==> src/rtl/gpmc_wb_arbiter.sv <==
`default_nettype none
// gpmc_wb_arbiter: two-master round-robin Wishbone arbiter with a slave-hang watchdog.
// Rev 1.0 - initial release.
module gpmc_wb_arbiter #(
  parameter int ADDR_WIDTH = 16,
  parameter int DATA_WIDTH = 16,
  parameter int TIMEOUT    = 255
) (
  input  logic                  clk,
  input  logic                  reset,
  input  logic [ADDR_WIDTH-1:0] m0_address,
  input  logic [DATA_WIDTH-1:0] m0_writedata,
  output logic [DATA_WIDTH-1:0] m0_readdata,
  input  logic                  m0_cycle,
  input  logic                  m0_strobe,
  input  logic                  m0_write,
  output logic                  m0_ack,
  output logic                  m0_err,
  input  logic [ADDR_WIDTH-1:0] m1_address,
  input  logic [DATA_WIDTH-1:0] m1_writedata,
  output logic [DATA_WIDTH-1:0] m1_readdata,
  input  logic                  m1_cycle,
  input  logic                  m1_strobe,
  input  logic                  m1_write,
  output logic                  m1_ack,
  output logic                  m1_err,
  output logic [ADDR_WIDTH-1:0] s_address,
  output logic [DATA_WIDTH-1:0] s_writedata,
  input  logic [DATA_WIDTH-1:0] s_readdata,
  output logic                  s_cycle,
  output logic                  s_strobe,
  output logic                  s_write,
  input  logic                  s_ack,
  output logic [1:0]            grant,
  output logic                  timeout_seen
);

  localparam logic [1:0] ST_IDLE = 2'd0;
  localparam logic [1:0] ST_OWN0 = 2'd1;
  localparam logic [1:0] ST_OWN1 = 2'd2;
  localparam logic [7:0] TMO_CNT = 8'(TIMEOUT);

  logic [1:0] state_q, state_d;
  logic       last_owner_q, last_owner_d;
  logic [7:0] cnt_q, cnt_d;
  logic       timeout_seen_q, timeout_seen_d;

  logic own_cycle;
  logic own_strobe;
  logic tmo_fire;

  assign own_cycle  = ((state_q == ST_OWN0) && m0_cycle)  || ((state_q == ST_OWN1) && m1_cycle);
  assign own_strobe = ((state_q == ST_OWN0) && m0_strobe) || ((state_q == ST_OWN1) && m1_strobe);
  // A same-cycle ack always beats the watchdog.
  assign tmo_fire   = own_strobe && !s_ack && (cnt_q == TMO_CNT);

  always_ff @(posedge clk or negedge reset) begin
    if (!reset) begin
      state_q        <= ST_IDLE;
      last_owner_q   <= 1'b1;
      cnt_q          <= 8'd0;
      timeout_seen_q <= 1'b0;
    end else begin
      state_q        <= state_d;
      last_owner_q   <= last_owner_d;
      cnt_q          <= cnt_d;
      timeout_seen_q <= timeout_seen_d;
    end
  end

  always_comb begin
    state_d        = state_q;
    last_owner_d   = last_owner_q;
    cnt_d          = 8'd0;
    timeout_seen_d = timeout_seen_q | tmo_fire;
    if (own_cycle && own_strobe && !s_ack && !tmo_fire) cnt_d = cnt_q + 8'd1;
    case (state_q)
      ST_IDLE: begin
        if (m0_cycle && m1_cycle) state_d = last_owner_q ? ST_OWN0 : ST_OWN1;
        else if (m0_cycle)        state_d = ST_OWN0;
        else if (m1_cycle)        state_d = ST_OWN1;
      end
      ST_OWN0: begin
        if (!m0_cycle) begin
          state_d      = ST_IDLE;
          last_owner_d = 1'b0;
        end
      end
      ST_OWN1: begin
        if (!m1_cycle) begin
          state_d      = ST_IDLE;
          last_owner_d = 1'b1;
        end
      end
      default: state_d = ST_IDLE;
    endcase
  end

  always_comb begin
    s_address   = '0;
    s_writedata = '0;
    s_cycle     = 1'b0;
    s_strobe    = 1'b0;
    s_write     = 1'b0;
    m0_readdata = '0;
    m0_ack      = 1'b0;
    m0_err      = 1'b0;
    m1_readdata = '0;
    m1_ack      = 1'b0;
    m1_err      = 1'b0;
    grant       = 2'b00;
    case (state_q)
      ST_OWN0: begin
        grant       = 2'b01;
        s_address   = m0_address;
        s_writedata = m0_writedata;
        s_cycle     = m0_cycle;
        s_strobe    = m0_strobe & ~tmo_fire;
        s_write     = m0_write;
        m0_readdata = s_readdata;
        m0_ack      = s_ack & m0_strobe;
        m0_err      = tmo_fire;
      end
      ST_OWN1: begin
        grant       = 2'b10;
        s_address   = m1_address;
        s_writedata = m1_writedata;
        s_cycle     = m1_cycle;
        s_strobe    = m1_strobe & ~tmo_fire;
        s_write     = m1_write;
        m1_readdata = s_readdata;
        m1_ack      = s_ack & m1_strobe;
        m1_err      = tmo_fire;
      end
      default: ;
    endcase
  end

  assign timeout_seen = timeout_seen_q;

endmodule
`default_nettype wire

==> config.mk <==
export PLATFORM = sky130hd
export DESIGN_NAME = gpmc_wb_arbiter
export DESIGN_NICKNAME = d
export VERILOG_FILES = /design/src/rtl/gpmc_wb_arbiter.sv
export SDC_FILE = /design/constraint.sdc
export NUM_CORES = 1
export LEC_CHECK = 0
export ABC_AREA = 1
export CORE_MARGIN = 2
export CORE_UTILIZATION = 31
export DETAILED_ROUTE_END_ITERATION = 8
export PLACE_DENSITY = 0.9
export SLEW_MARGIN = 10
export SYNTH_ARGS = -nofsm -noshare
export SYNTH_HDL_FRONTEND = slang
export SYNTH_SLANG_ARGS = --single-unit
export TNS_END_PERCENT = 5
==> constraint.sdc <==
create_clock -name clk -period 2.4 [get_ports clk]
set_clock_uncertainty 0.1 [all_clocks]
set_input_delay 0.36 -clock clk [delete_from_list [all_inputs] [get_ports clk]]
set_output_delay 0.36 -clock clk [all_outputs]
set_load 0.01 [all_outputs]
# After elaboration in Yosys (flattened, before gate mapping)
# Index checks and enable logic that the tools add are counted.
[classes]
mux = 23
reduce_logical = 18
n_addsub = 1
bitwise_logic = 6
eq_ne = 6
[ops]
columns = ["cell", "n"]
rows = [
  ["$pmux 16 s2", 2],
  ["$mux 16", 2],
  ["$mux 2", 6],
  ["$logic_and 1x1->1", 10],
  ["$add 8x1->8 const B", 1],
  ["$eq 8x8->1 const B", 1],
  ["$mux 8", 1],
  ["$pmux 1 s2", 4],
  ["$mux 1", 6],
  ["$pmux 2 s3", 1],
  ["$reduce_and 3->1", 2],
  ["$and 1x1->1", 4],
  ["$ne 2x2->1 const B", 2],
  ["$ne 4x4->1 const B", 1],
  ["$pmux 2 s2", 1],
  ["$eq 2x1->1 const B", 1],
  ["$eq 2x2->1 const B", 1],
  ["$logic_not 1->1", 2],
  ["$logic_not 2->1", 1],
  ["$logic_or 1x1->1", 2],
  ["$reduce_bool 2->1", 1],
  ["$not 1->1", 1],
  ["$or 1x1->1", 1],
]
[word_totals]
regBits = 12
out_inout_bits = 74
wordCells = 58
in_bits = 89

# Depth between registers and ports, before layout
[depth]
depth_word = 8
ltp_mapped = 9
ltp_nobuf = 8

# Least setup slack after synthesis
# Ideal clock, no wire load.
[synth_path]
path_type = "register -> output"
startpoint = "register state_q[0]"
endpoint = "output port s_address[11]"
path_stages_with_launch = 6
arrival_time_ns = 1.298
required_time_ns = 1.940
path_buffers = 1
slack_ns = 0.642
path_cell_list = "dfrtp_1 inv_1 ha_1 clkinv_1 clkbuf_1 a21oi_1"
[synth_via]
elab_chain_len = 2
elab_cells_between_ends = 3
classes_between = "eq/ne (2); mux (1)"
[synth_rtl]
columns = ["element", "line_no", "text"]
rows = [
  ["start: declaration", "43", "logic [1:0] state_q, state_d;"],
  ["start signal: assignment", "64", "state_q <= state_d;"],
  ["$eq 2x2->1 or $eq 2x1->1 (tied branches)", "112", "case (state_q)"],
  ["$pmux 16 s2 *", "112", ""],
  ["end: declaration", "27", "output logic [ADDR_WIDTH-1:0] s_address,"],
]
# Mark *: on every way between the ends. The rest lies on a longest branch, timed or not.

# Worst setup path after layout
[layout_path]
startpoint = "register state_q[0]"
endpoint = "output port m0_readdata[15]"
[layout_via]
elab_chain_len = 2
[layout_rtl]
columns = ["element", "line_no", "text"]
rows = [
  ["$eq 2x1->1", "112", ""],
  ["$mux 16", "112", ""],
  ["end: declaration", "13", "output logic [DATA_WIDTH-1:0] m0_readdata,"],
]
# No other way between the ends.

==> flow_summary.toml <==
[power]
p_per_area_nw_per_um2 = 707
clockPowerShare_pct = 8.7
ir_worst_vdd_uv = 816
p_comb_share_pct = 80.9
pwr-share-seq_pct = 10.4
p_leak_uw = 0.00175
p_switching_uw = 1070
p_sw_share_pct = 45.3
cell_internal_pwr_uw = 1300

[routing]
ant_nets = 0
vias = 2305
wirelength_um = 6540
drt_iter0_markers = 100
vias_per_cell = 4.56
post_drt_wl_per_cell_um = 12.9
drt_first_pass_iters = 5
drc = 0

[setup_path]
crit_chain = "buf_4 > ha_4 > buf_12 > nand2_1 > inv_1 > clkdlybuf4s50_1"
rr_startpoint = "state_q[1]"
endpoint_kind = "output pin"
critPathKind = "reg2out"
slowest_stage = "clkdlybuf4s50_1"
r2r_slack_ns = 0.75
critical_path_cell_count = 6
cp_num_buf_inv = 4
cp_top_family = "buffers and inverters"
crit_start = "state_q[0]"
cp_max_fo = 27
critPathRequiredTime_ns = 1.94
worstRegToRegCells = 10
max_stage_delay_ns = 0.54
start_kind = "register"
crit_arrival_ns = 1.83

[cells_and_area]
final_nets = 534
layout_common_cells = "clkdlybuf4s50_1 (125), nand2_1 (118), inv_1 (40)"
final_cell_count_no_fill = 505
fill_cells = 392
fin_util_pct = 71.0
final_common_cell = "clkdlybuf4s50_1"
drive_above_1_share_pct = 9.82
area_growth_pct = 120
antenna_cells = 0

[place]
hpwl_um = 5190
dpl.cell_count = 498
port_buffers = 162
gp_congestion = 0.869
dpl_worst_slack_ns = 0.0511

[sta]
finalSetupViolCount = 0
drv_slew = 0
tightest_slew_ns = 0.555
tns_ns = 0
fmax_ghz = 0.436
rsz0062_at_grt = "false"
fin_ws_ns = 0.108
fin_crit_ns = 2.29
fin_crit_sh_pct = 95.5
hold_viol = 0
relSlewSlack_pct = 62.9

[clock_network]
root_buffer = "clkbuf_8"
cts_buffer_depth = 2
clk_pin_slew_ns = 0.06
hold_buffers = 0
numCtsBuffers = 3
cts.sinks = 12
clkLatencyLatePin_ns = 0.26
cts_tree = "done"
htree_levels = 1

[global_route]
grt_pass1_vias = 2095
grtUsageTotal_pct = 22.5
grt_start_max_net_pins = 28
antenna_found_initial = 0
grt-ovfl-total = 0
grt_first_pass_wirelength_um = 9710

[die]
num_rows = 25
die_y_um = 74.1
start_util_pct = 32.2
die-area_um2 = 5490
pin_count = 163
die_x_um = 74.1
core_um2 = 4720

[yosys]
synth_flop_cell = "dfrtp_1"
synth-edff-count = 0
syn_area_per_cell_um2 = 5.56
yosys_warnings = 0
ys_ff_latch = 12
seq_area_frac_synth_pct = 19.8
synth_nets = 369
synth_cell_types = 25
synthCells = 274
synth-async-reset-ratio_pct = 100
syn_area_um2 = 1520

[outcome]
outcome = "finished clean"

[hold_path]
hp-class = "in2async"

[job]
drv_cap = 0
repair_timing:
action	CTS	global route
resized for setup	37	11
endpoints found under the setup margin	67	12
pin swaps	1	1
buffers inserted	2	1
registers in the layout, indices dropped and copies added, names as in the netlist:
| register | count |
|---|---|
| state_q | 2 |
| timeout_seen | 1 |
| last_owner_q | 1 |
| cnt_q | 8 |
cell families after synthesis:
family / share of synthesized area, %
buffers and inverters: 16.6
xor gates and xnor gates: 1.73
DFF: 19.8
adders and majority gates: 4.93
and+or+nand+nor: 42.8
AOI/OAI and AO/OA: 14.1
area by class of cell:
class                      count  area (um^2)  area share [%]
timing repair buffer         175         1760            52.5
multi-input combinational    203          996            29.7
sequential                    12          302            8.99
inverter                      44          169            5.03
tap                           67         83.8            2.50
clock buffer                   4         45.0            1.34
worst reg2reg max path: stages, from the launching register on:
cell and delay, ns:
dfrtp_1 0.39, buf_4 0.16, ha_4 0.20, buf_4 0.15
nand2_4 0.07, nand2_2 0.06, nand2_2 0.08, buf_4 0.13
nor2_4 0.03, nand2_4 0.13, nor2_2 0.05
power by group through the flow:
stage	logic (uW)	registers [uW]	clock network, uW
finish	1920	247	205
global placement	1900	252	0
global route	2090	251	211
CTS	1910	247	205
floorplan	908	250	0
detailed placement	1920	255	0
worst paths after layout:
check                                        to
worst min-delay path                   cnt_q[0]
worst max register to register         cnt_q[4]
min in group clk                   timeout_seen
worst max-delay path            m0_readdata[15]
worst min register to register     timeout_seen
max in group asynchronous          last_owner_q
metrics by stage:
step	cell area (um^2)	total power [uW]	hold slack, ns
6_report	3360	2370	0.362
5_1_grt	3360	2560	0.411
4_1_cts	3320	2360	0.383
3_5_place_dp	3260	2180	0.361
3_3_place_gp	3260	2150	0.368
2_1_floorplan	1520	1160	-0.0356
synth_stat cells (2+ instances only):
library cell	n	share of area (%)
clkbuf_1	3	0.74
xnor2_1	2	1.2
nor3_1	2	0.66
nand2_2	6	2.5
nor2_2	9	3.7
nor2_1	9	2.2
o21ai_0	3	0.99
inv_1	42	10
buf_4	3	1.5
nand2_4	3	2.2
dfrtp_1	11	18
ha_1	6	4.9
buf_2	8	2.6
nand2_1	118	29
nand3_1	4	1.3
o21bai_1	3	1.5
a21oi_1	34	11
layer usage:
layer | GRT usage, % | vias to the layer above | share of wire [%]
met5 | 0 | - | 0
li1 | - | 1150 | -
met2 | 41.5 | 99 | 52
met4 | 9.49 | 0 | 2.8
met1 | 25.0 | 1039 | 37
met3 | 4.47 | 17 | 8.2
(Power assumes the default switching activity.)
